--- src/rtl/sync_fifo_mem.sv ---
// Storage for sync_fifo: dual-port array, synchronous write and combinational read.
// Zero-cycle read latency. No backpressure here; the parent gates every write.
module sync_fifo_mem #(
    parameter int DEPTH      = 8,
    parameter int DATA_WIDTH = 32,
    parameter int ADDR_W     = $clog2(DEPTH)
) (
    input  logic                  i_clk,
    input  logic                  wr_en,
    input  logic [ADDR_W-1:0]     wr_addr,
    input  logic [DATA_WIDTH-1:0] wr_data,
    input  logic [ADDR_W-1:0]     rd_addr,
    output logic [DATA_WIDTH-1:0] rd_data
);

    logic [DATA_WIDTH-1:0] mem [DEPTH];

    // Contents are deliberately left unreset; occupancy tracking makes stale entries invisible.
    always_ff @(posedge i_clk) begin
        if (wr_en) begin
            mem[wr_addr] <= wr_data;
        end
    end

    assign rd_data = mem[rd_addr];

endmodule

--- src/rtl/sync_fifo.sv ---
// Single-clock first-word-fall-through FIFO with valid/ready on both sides and occupancy flags.
// Write-to-head latency 1 cycle; writes are refused while full, even when a read happens that cycle.
module sync_fifo #(
    parameter int FIFO_DEPTH = 8,
    parameter int DATA_WIDTH = 32,
    parameter int WIDTH      = 8
) (
    input  logic                  i_clk,
    input  logic                  i_rst_n,
    input  logic                  i_valid_s,
    input  logic                  i_ready_m,
    input  logic [WIDTH-1:0]      i_almostempty_lvl,
    input  logic [WIDTH-1:0]      i_almostfull_lvl,
    input  logic [DATA_WIDTH-1:0] i_datain,
    output logic                  o_almostfull,
    output logic                  o_full,
    output logic                  o_ready_s,
    output logic                  o_valid_m,
    output logic                  o_almostempty,
    output logic                  o_empty,
    output logic [DATA_WIDTH-1:0] o_dataout
);

    localparam int PTR_W = $clog2(FIFO_DEPTH);
    localparam int CNT_W = PTR_W + 1;

    logic [PTR_W-1:0]      wr_ptr;
    logic [PTR_W-1:0]      rd_ptr;
    logic [CNT_W-1:0]      count;
    logic [WIDTH-1:0]      count_ext;
    logic [DATA_WIDTH-1:0] head_dat;
    logic                  wr_en;
    logic                  rd_en;

    assign wr_en = i_valid_s && o_ready_s;
    assign rd_en = o_valid_m && i_ready_m;

    // Depth is a power of two, so pointer wrap is just natural overflow.
    always_ff @(posedge i_clk or negedge i_rst_n) begin
        if (!i_rst_n) begin
            wr_ptr <= '0;
            rd_ptr <= '0;
            count  <= '0;
        end else begin
            if (wr_en) begin
                wr_ptr <= wr_ptr + PTR_W'(1);
            end
            if (rd_en) begin
                rd_ptr <= rd_ptr + PTR_W'(1);
            end
            if (wr_en && !rd_en) begin
                count <= count + CNT_W'(1);
            end else if (rd_en && !wr_en) begin
                count <= count - CNT_W'(1);
            end
        end
    end

    sync_fifo_mem #(
        .DEPTH      (FIFO_DEPTH),
        .DATA_WIDTH (DATA_WIDTH),
        .ADDR_W     (PTR_W)
    ) u_mem (
        .i_clk   (i_clk),
        .wr_en   (wr_en),
        .wr_addr (wr_ptr),
        .wr_data (i_datain),
        .rd_addr (rd_ptr),
        .rd_data (head_dat)
    );

    assign count_ext = WIDTH'(count);

    assign o_empty       = (count == '0);
    assign o_full        = (count == CNT_W'(FIFO_DEPTH));
    assign o_ready_s     = !o_full;
    assign o_valid_m     = !o_empty;
    assign o_almostempty = (count_ext <= i_almostempty_lvl);
    assign o_almostfull  = (count_ext >= i_almostfull_lvl);
    // Force zero when empty so unreset storage never leaks onto the bus.
    assign o_dataout     = o_empty ? '0 : head_dat;

endmodule

--- config.mk ---
export PLATFORM = sky130hd
export DESIGN_NAME = sync_fifo
export DESIGN_NICKNAME = d
export VERILOG_FILES = /design/src/rtl/sync_fifo_mem.sv /design/src/rtl/sync_fifo.sv
export SDC_FILE = /design/constraint.sdc
export NUM_CORES = 1
export LEC_CHECK = 0
export BUFFER_PORTS_ARGS = -buffer_cell sky130_fd_sc_hd__buf_2
export CAP_MARGIN = 10
export CORE_MARGIN = 5
export CORE_UTILIZATION = 59
export CTS_CLUSTER_DIAMETER = 80
export DETAILED_ROUTE_END_ITERATION = 8
export PLACE_DENSITY_LB_ADDON = 0.2
export SLEW_MARGIN = 0
export SYNTH_ARGS = -nofsm -noshare
export SYNTH_HDL_FRONTEND = slang
export SYNTH_SLANG_ARGS = --single-unit
--- constraint.sdc ---
create_clock -name i_clk -period 5.5 [get_ports i_clk]
set_input_delay 0.275 -clock i_clk [delete_from_list [all_inputs] [get_ports i_clk]]
set_output_delay 0.275 -clock i_clk [all_outputs]
set_load 0.02 [all_outputs]
==> results.tsv, run 1 <==
metric	value	unit
status	complete, no violations	
utilization	68.5	%
cp_max_fo	36	
syn2layout_area_growth	13.9	%
place.gp.congestion	0.740	
drv_slew	0	
yosys_warnings	0	
portBuffers	89	
dieArea	20400	um2
relSlewSlack	32.0	%
setup_violations	0	
layout_min_cycle_time	3.32	ns
wirelength	19600	um
critPathKind	register to primary output	
drt_pre_antenna_iters	5	
wl_met3	1110	um
critical_path_arrival	3.05	ns
maxCapViolCount	0	
grt_max_degree	37	
cts_root_buffer	clkbuf_16	
finalHoldViolations	0	
drcViolationCount	0	
cp_top_family	flip-flops	
rows	48	
layout_common_cells	edfxtp_1 (256), buf_2 (89), mux4_2 (45)	
grt_overflow	0	
rsz0062_at_grt	no	
diodes	0	
hpwl	11200	um
wl_met2	10200	um
vias	4972	
crit_path_top_delay_cell	dfrtp_4	
synthCells	461	
p_leak	0.00410	uW
ys_types	31	
finalSetupTns	0	ns
fmax	301	MHz
htree_levels	1	
avgViaCountPerCell	6.15	
wl_per_cell	24.3	um
path_buf_inv	2	
ys_seq_area_share	76.3	%
hold_class	input port to register	
start_util	60.2	%
syn_area	10400	um2
finalPower	6360	uW
coreArea	17300	um2
grt_pass1_vias	5253	
cts_tree	built	
final_common_cell	edfxtp_1	
postRouteAntennaNets	0	
syn_nets	527	
dieWidth	143	um
wl_met1	7940	um
insertion_delay	0.51	ns
cts_made_buffers	25	
drt_iter0_drc	397	
antenna_found_initial	1	
end_kind	primary output	
finalCritPeriodShare	60.4	%
clock_path_buffers	3	
clkSinkCount	266	
drive_gt1_share	32.6	%
crit_path_start_kind	register	
clk_pin_slew	0.06	ns
cp.required	5.22	ns
io_pins	90	
synth_area_per_cell	22.6	um2
crit_chain	buf_4 > mux4_1 > a22o_1 > buf_2	
nets	634	
worst_slew_pin_slew	1.02	ns
powerDensity	536	nW/um2
die-height	143	um
fin_worst_skew	0.0126	ns
ys_ff_latch	266	
ir_worst_vdd	0.000394	V
top_layer	met5	
max_stage_delay	0.87	ns
fill_cells	1087	
gr-usage-all-layers	19.8	%
grt_pass1_wl	30300	um
## final timing paths
| check | start | to | slack (ns) | depth (start not counted) |
|---|---|---|---|---|
| min reg2reg | rd_ptr[2]$_DFFE_PN0P_ | rd_ptr[2]$_DFFE_PN0P_ | 0.56 | 1 |
| max in group asynchronous | i_rst_n | rd_ptr[0]$_DFFE_PN0P_ | 5.14 | 2 |
| min in group asynchronous | i_rst_n | count[3]$_DFFE_PN0P_ | 0.15 | 2 |
| max reg2reg | count[1]$_DFFE_PN0P_ | u_mem.mem[0][13]$_DFFE_PP_ | 2.87 | 5 |
| max | rd_ptr[0]$_DFFE_PN0P_ | o_dataout[26] | 2.18 | 4 |
| min | i_datain[19] | u_mem.mem[3][19]$_DFFE_PP_ | 0.03 | 1 |
## state kept, by name (all words and copies together) (netlist names)
register   cells
rd_ptr         3
u_mem.mem    256
wr_ptr         3
count          4
## synth_stat cells
cell type  instances  area (um2)
buf_6              6        67.6
ha_1              13         163
nor4_1             3        18.8
fa_1               1        20.0
mux4_1            19         499
xnor2_1            6        52.6
inv_2              3        11.3
a21oi_1            5        25.0
mux2_1             3        33.8
xor2_1             1        8.76
a21boi_1           1        7.51
nand2b_1           2        12.5
o21ai_0            1        5.00
clkbuf_1           3        11.3
inv_1             10        37.5
dfrtp_1           10         250
nor2b_1            1        6.26
nor2_1             5        18.8
nand2b_2           1        8.76
nand3_1            3        15.0
o21bai_1           1        7.51
nor3_2             1        10.0
nand2_1            8        30.0
and3_1             1        6.26
o21ai_1            3        15.0
nand4_1            1        6.26
edfxtp_1         256        7690
mux4_2            45        1010
a22o_1            32         280
buf_2             12        60.1
nor3_1             4        20.0
## cell families (layout without fill, tap and decap cells)
logic type,after synthesis,in the layout,share of synthesized area [%]
adders and majority gates,14,14,1.76
AOI/OAI and AO/OA,43,43,3.27
buffers and inverters,34,156,1.80
muxes,67,67,14.9
xor gates and xnor gates,7,7,0.589
and+or+nand+nor,30,30,1.47
DFF,266,266,76.3
## power by group
group	leakage [uW]	switching [uW]	internal, uW
logic	0.00132	1150	921
registers	0.00244	240	2560
clock network	0.000335	667	830
## cell type report
cell class	instances	area [um2]	area share, %
multi-input combinational	161	2350	19.8
sequential	266	7940	67.0
clock inverter	9	40.0	0.338
timing repair buffer	101	538	4.54
inverter	13	48.8	0.412
tap	225	282	2.37
clock buffer	33	656	5.53
## routing by layer
| metal | vias up | track usage [%] |
|---|---|---|
| met5 | - | 0 |
| met4 | 2 | 5.10 |
| met3 | 35 | 3.35 |
| met2 | 161 | 33.6 |
| met1 | 2609 | 27.1 |
| li1 | 2165 | - |
## metrics by stage
step / cells / setup slack (ns) / hold WS [ns] / instance area (um2)
after floorplan: 461 / 1.04 / -0.0206 / 10400
after global placement: 765 / 2.66 / 0.144 / 11100
after detailed placement: 765 / 2.64 / 0.145 / 11100
after CTS: 808 / 2.11 / 0.0102 / 11900
after global routing: 808 / 1.94 / 0.0291 / 11900
final: 808 / 2.18 / 0.0267 / 11900
## what timing repair did
item                      in CTS  in global routing
hold endpoints to repair      10                  0
buffers inserted               0                  0
hold buffers                   1                  0
resized for setup              0                  0
No activity file was read; power rests on OpenSTA's default activity.
==> run 2, diff against run 1 <==
CORE_UTILIZATION = 53   (was 59)
clock period = 2.7 ns   (was 5.5 ns; I/O delays follow)
==> run 2 against run 1 <==
Register-to-register slack got worse by 2.5 ns. Setup slack got worse by 2.0 ns. Clock-buffer cell count up 1. Critical path depth increased by 3. Via count is 1.2% higher. Die area up 11%. Core utilization is 3.7 points lower. First-iteration DRC count shrank 25%. Critical endpoint is now o_dataout[31].
==> results.tsv, run 2 (same netlist as run 1, synthesis figures left out) <==
metric	value	unit	change
htree_levels	1		unchanged
nets	684		+7.9%
die-height	150	um	+5.1%
critical_path_arrival	2.38	ns	-0.67 ns
coreArea	19400	um2	+12%
finalCritPeriodShare	93.1	%	
relSlewSlack	60.1	%	+28 points
grt_max_degree	33		-11%
rsz0062_at_grt	no		
drt_iter0_drc	299		-25%
critPathKind	register to primary output		
clkSinkCount	266		unchanged
cts_root_buffer	clkbuf_16		
fin_worst_skew	0.00976	ns	-0.00280 ns
cts_made_buffers	27		+8.0%
avgViaCountPerCell	5.59		-9.2%
fill_cells	1346		+24%
p_leak	0.00440	uW	+7.4%
crit_path_start_kind	register		
antenna_found_initial	0		-1
status	complete, no violations		
setup_violations	0		unchanged
largestRegisters	u_mem.mem x256, count x4		
wl_per_cell	22.1	um	-9.1%
finalPower	13600	uW	+110%
syn2layout_area_growth	20.8	%	
r2r_cells	11		+6
dieArea	22500	um2	+11%
hpwl	11100	um	-0.75%
hold_depth	4		+3
drv_slew	0		unchanged
final_common_cell	edfxtp_1		
place.gp.congestion	0.783		+5.9%
layout_common_cells	edfxtp_1 (256), buf_2 (89), mux4_2 (45)		
io_pins	90		unchanged
largest_reg_flops	256		unchanged
maxCapViolCount	0		unchanged
finalInstanceArea	12600	um2	+6.0%
cts_tree	built		
layout_min_cycle_time	2.51	ns	
clock_path_buffers	3		unchanged
dieWidth	150	um	+5.1%
finalHoldViolations	0		unchanged
postRouteAntennaNets	0		unchanged
grt_overflow	0		unchanged
clk_pin_slew	0.06	ns	about the same
drcViolationCount	0		unchanged
grt_pass1_vias	5431		+3.4%
hold_ws	0.0665	ns	+0.0398 ns
start_util	53.7	%	-6.5 points
largest-register	u_mem.mem		
placed_area	11400	um2	+1.9%
rows	51		+6.3%
worst_slew_pin_slew	0.598	ns	-0.420 ns
diodes	0		unchanged
utilization	64.8	%	-3.7 points
drt_pre_antenna_iters	6		+1
end_kind	primary output		
gr-usage-all-layers	18.2	%	-1.5 points
portBuffers	89		unchanged
drive_gt1_share	33.8	%	+1.2 points
cp_max_fo	32		-11%
wirelength	19900	um	+1.3%
ir_worst_vdd	0.000700	V	+78%
insertion_delay	0.52	ns	about the same
hold_class	input port to register		
grt_pass1_wl	31000	um	+2.3%
fmax	398	MHz	
cp.required	2.57	ns	-2.65 ns
powerDensity	1080	nW/um2	+100%
vias	5034		+1.2%
==> run 2: cell count changes in the layout (fill, tap and decap cells not counted), moves of 2 or more <==
cell / previous run / this run
dlygate4sd3_1: 1 / 35
buf_12: 0 / 6
buf_4: 11 / 17
clkinv_2: 2 / 6
clkbuf_1: 8 / 5
clkbuf_16: 25 / 27
clkbuf_8: 0 / 2
clkinv_1: 6 / 4
==> run 2: layout make-up <==
cell class                      instances  area (um2)  area share (%)
Clock inverter                         13        91.3           0.727
Inverter                               13        48.8           0.388
Clock buffer                           34         722            5.74
Tap cell                              265         332            2.64
Sequential cell                       266        7950            63.2
Multi-Input combinational cell        162        2380            18.9
Timing Repair Buffer                  148        1050            8.39
==> run 2: critical path, stage by stage, from the launching register on <==
cell and delay (ns):
dfrtp_1 0.47, nor3_2 0.26, nand2b_2 0.11, inv_2 0.19, nor2b_4 0.06, buf_4 0.28
a22o_1 0.30, buf_2 0.17
==> run 2: path summary, 6_finish.rpt <==
path	from	to	slack, ns
max reg2reg	count[1]$_DFFE_PN0P_	count[3]$_DFFE_PN0P_	0.34
min in group asynchronous	i_rst_n	count[2]$_DFFE_PN0P_	0.63
min reg2reg	count[3]$_DFFE_PN0P_	count[3]$_DFFE_PN0P_	0.55
max	count[1]$_DFFE_PN0P_	o_dataout[31]	0.19
max in group asynchronous	i_rst_n	rd_ptr[0]$_DFFE_PN0P_	1.71
min	i_valid_s	wr_ptr[0]$_DFFE_PN0P_	0.07
==> run 2: where the power goes <==
part,switching [uW],internal [uW],leakage (uW)
clock,1410,1970,0.000402
sequential,375,5210,0.00244
combinational,2530,2090,0.00156
total,4320,9280,0.00440
==> run 2: through the flow <==
stage	cells	setup WS (ns)	setup TNS (ns)
after floorplan	461	-0.932	-102.77
after global placement	814	0.346	0
after detailed placement	814	0.263	0
after CTS	897	0.00265	0
after global routing	901	0.0641	0
final	901	0.188	0
==> run 2: metal layers <==
metal / wire length (um) / vias to the layer above / share of wire, % / track usage (%)
met3: 1060 / 34 / 5.3 / 3.19
met4: 454 / 0 / 2.3 / 4.67
met1: 8320 / 2586 / 42 / 24.8
li1: - / 2273 / - / -
met5: 0 / - / 0 / 0
met2: 10000 / 141 / 50 / 31.0
==> run 2: timing repair <==
item | in CTS | in global routing
setup buffers | 0 | 4
setup endpoints to repair | 8 | 19
hold buffers | 35 | 0
hold endpoints to repair | 268 | 0
cloned | 1 | 0
resized for setup | 1 | 3
pin swaps | 1 | 0
==> run 3, diff against run 2 <==
ABC_AREA = 1   (was not set)
CORE_UTILIZATION = 54   (was 53)
==> run 3 against run 2 <==
Critical path depth shrank 1. Largest power group is now combinational logic. Highest routed layer unchanged. First-iteration DRC count grew 92%. Clock skew grew 0.0058 ns. Core utilization shrank 0.51 points. Wire length grew 28%. Setup slack gained 0.080 ns. Fmax grew 3.3%. Non-clock buffer count shrank 3.
==> results.tsv, run 3 <==
metric	value	unit	change
antenna_found_initial	1		+1
ys_seq_area_share	66.3	%	-10 points
worst_slew_pin_slew	0.685	ns	+0.0868 ns
avgViaCountPerCell	4.91		-12%
wl_per_cell	15.4	um	-30%
post_cts_buffers	0		unchanged
rows	54		+5.9%
yosys_warnings	0		unchanged
finalCritPeriodShare	90.1	%	-2.9 points
cts_root_buffer	clkbuf_16		
dieArea	25300	um2	+12%
p_switching	5730	uW	+33%
drive_gt1_share	12.0	%	-22 points
relSlewSlack	54.4	%	-5.7 points
seqPwrFrac	37.1	%	-4.0 points
finalInstanceArea	14000	um2	+12%
hpwl	14500	um	+30%
internal_power	9040	uW	-2.5%
grt_pass1_vias	8040		+48%
ys_types	20		-35%
max_stage_delay	0.67	ns	+0.20 ns
hold_class	input port to async pin		
clock_path_buffers	3		unchanged
ir_worst_vdd	0.000779	V	+11%
crit_path_start_kind	register		
clk_pin_slew	0.06	ns	about the same
cp_common_cell	nand3_1		
dieWidth	159	um	+5.8%
crit_chain	buf_4 > nand3_1 > nand3_1 > nand2_1 > nor2_1 > buf_2		
drt_pre_antenna_iters	4		-2
portBuffers	89		unchanged
cts_tree	built		
critPathKind	register to primary output		
status	complete, no violations		
largest-register	u_mem.mem		
layout_common_cells	nand2_1 (348), inv_1 (277), edfxtp_1 (256)		
rsz0062_at_grt	no		
nets	1410		+110%
yosysTopAreaCellShare	64.2	%	-9.7 points
largestRegisters	u_mem.mem x256, count x4		
ys_ff_latch	266		unchanged
wirelength	25400	um	+28%
drv_slew	0		unchanged
synth_area_leaders	edfxtp_1 (64%), nand2_1 (11%), inv_1 (8.7%)		
powerDensity	1050	nW/um2	-2.6%
maxCapViolCount	0		unchanged
drt_iter0_drc	573		+92%
synth_area_leader_cell	edfxtp_1		
syn2layout_area_growth	17.2	%	
vias	8068		+60%
grt_overflow	0		unchanged
synth.most_common_cell	nand2_1		
utilization	64.3	%	-0.51 points
cp.required	2.57	ns	about the same
cts_made_buffers	27		unchanged
synthCells	1222		+170%
synth_common_cells	nand2_1 (348), inv_1 (278), edfxtp_1 (256)		
cts_resized	0		-1
clkSinkCount	266		unchanged
drcViolationCount	0		unchanged
cp_max_fo	21		-34%
syn_area	12000	um2	+15%
place.gp.congestion	0.780		-0.45%
syn_nets	1288		+140%
fmax	411	MHz	+3.3%
crit_path_top_delay_cell	dfrtp_2		
finalHoldViolations	0		unchanged
r2r_start	count[1]$_DFFE_PN0P_		
postRouteAntennaNets	0		unchanged
synth_edf_count	256		unchanged
placed_area	12900	um2	+13%
p_sw_share	38.8	%	+7.0 points
p_leak	0.00652	uW	+48%
pwr-share-clk	23.5	%	-1.4 points
cp-startpoint	rd_ptr[1]$_DFFE_PN0P_		
fill_cells	1736		+29%
die-height	159	um	+5.8%
start_util	54.9	%	+1.2 points
gr-usage-all-layers	19.9	%	+1.7 points
synth_flop_cell	edfxtp_1		
setup_violations	0		unchanged
grt_pass1_wl	41400	um	+34%
coreArea	21800	um2	+12%
synth_area_per_cell	9.80	um2	-57%
insertion_delay	0.52	ns	about the same
critical_path_arrival	2.30	ns	-0.08 ns
async_flop_share	3.76	%	unchanged
layout_min_cycle_time	2.43	ns	-0.0796 ns
r2r_cells	11		unchanged
htree_levels	1		unchanged
end_kind	primary output		
grt_max_degree	130		+290%
cts_hold_buf	34		-2.9%
fin_worst_skew	0.0156	ns	+0.00584 ns
final_common_cell	nand2_1		
largest_reg_flops	256		unchanged
pwr-share-comb	39.3	%	+5.3 points
io_pins	90		unchanged
-- run 3: layout make-up --
cell class              count  area [um2]  share of cell area (%)
clock inverters            13         111                   0.794
inverters                 279        1050                    7.48
multi-input cells         625        2800                    20.0
repair buffers            145        1060                    7.58
well taps                 280         350                    2.50
clock buffers              35         706                    5.03
flip-flops and latches    266        7940                    56.6
diodes                      1        2.50                  0.0178
-- run 3: per-stage QoR --
stage	hold slack, ns	setup slack [ns]	TNS (ns)	total power, uW	std cells
after detailed placement	0.0238	0.505	0	11400	1561
after global placement	0.0213	0.534	0	11300	1561
after floorplan	-0.161	-0.235	-30.13	9480	1222
final	0.0174	0.267	0	14800	1644
after CTS	0.00740	0.239	0	14900	1643
after global routing	0.0392	0.176	0	15700	1644
-- run 3: metal layers --
layer / share of wire (%) / GRT usage, % / vias up
met5: 0 / 0 / -
met4: 1.9 / 5.35 / 0
met1: 43 / 27.1 / 3753
met3: 5.3 / 2.62 / 37
li1: - / - / 4068
met2: 49 / 34.2 / 210
-- run 3: logic make-up (layout without fill, tap and decap cells) --
family / Yosys count / count (layout) / share of synthesized area (%)
other: 0 / 1 / 0
buffers and inverters: 331 / 472 / 10.8
and+or+nand+nor: 594 / 594 / 20.5
xor gates and xnor gates: 5 / 5 / 0.366
AOI/OAI and AO/OA: 12 / 12 / 0.502
adders and majority gates: 14 / 14 / 1.53
DFF: 266 / 266 / 66.3
-- run 3: worst paths after layout --
path / end / slack, ns
min: rd_ptr[2]$_DFFE_PN0P_ / 0.02
max in group asynchronous: rd_ptr[0]$_DFFE_PN0P_ / 2.44
max: o_dataout[0] / 0.27
min reg2reg: wr_ptr[0]$_DFFE_PN0P_ / 0.55
min in group i_clk: rd_ptr[1]$_DFFE_PN0P_ / 0.02
max reg2reg: count[3]$_DFFE_PN0P_ / 0.48
-- run 3: power by group through the flow --
| stage | Combinational (uW) | Clock (uW) | Sequential [uW] |
|---|---|---|---|
| 2_1_floorplan | 4070 | 0 | 5410 |
| 3_3_place_gp | 5740 | 0 | 5550 |
| 3_5_place_dp | 5820 | 0 | 5570 |
| 4_1_cts | 5900 | 3540 | 5480 |
| 5_1_grt | 6510 | 3700 | 5530 |
| 6_report | 5810 | 3480 | 5490 |
-- run 3: critical path: cells and delay by family, from the launching register on --
family,cells,cell delay [ns]
and+or+nand+nor,4,0.50
DFF,1,0.67
buffers and inverters,2,0.59
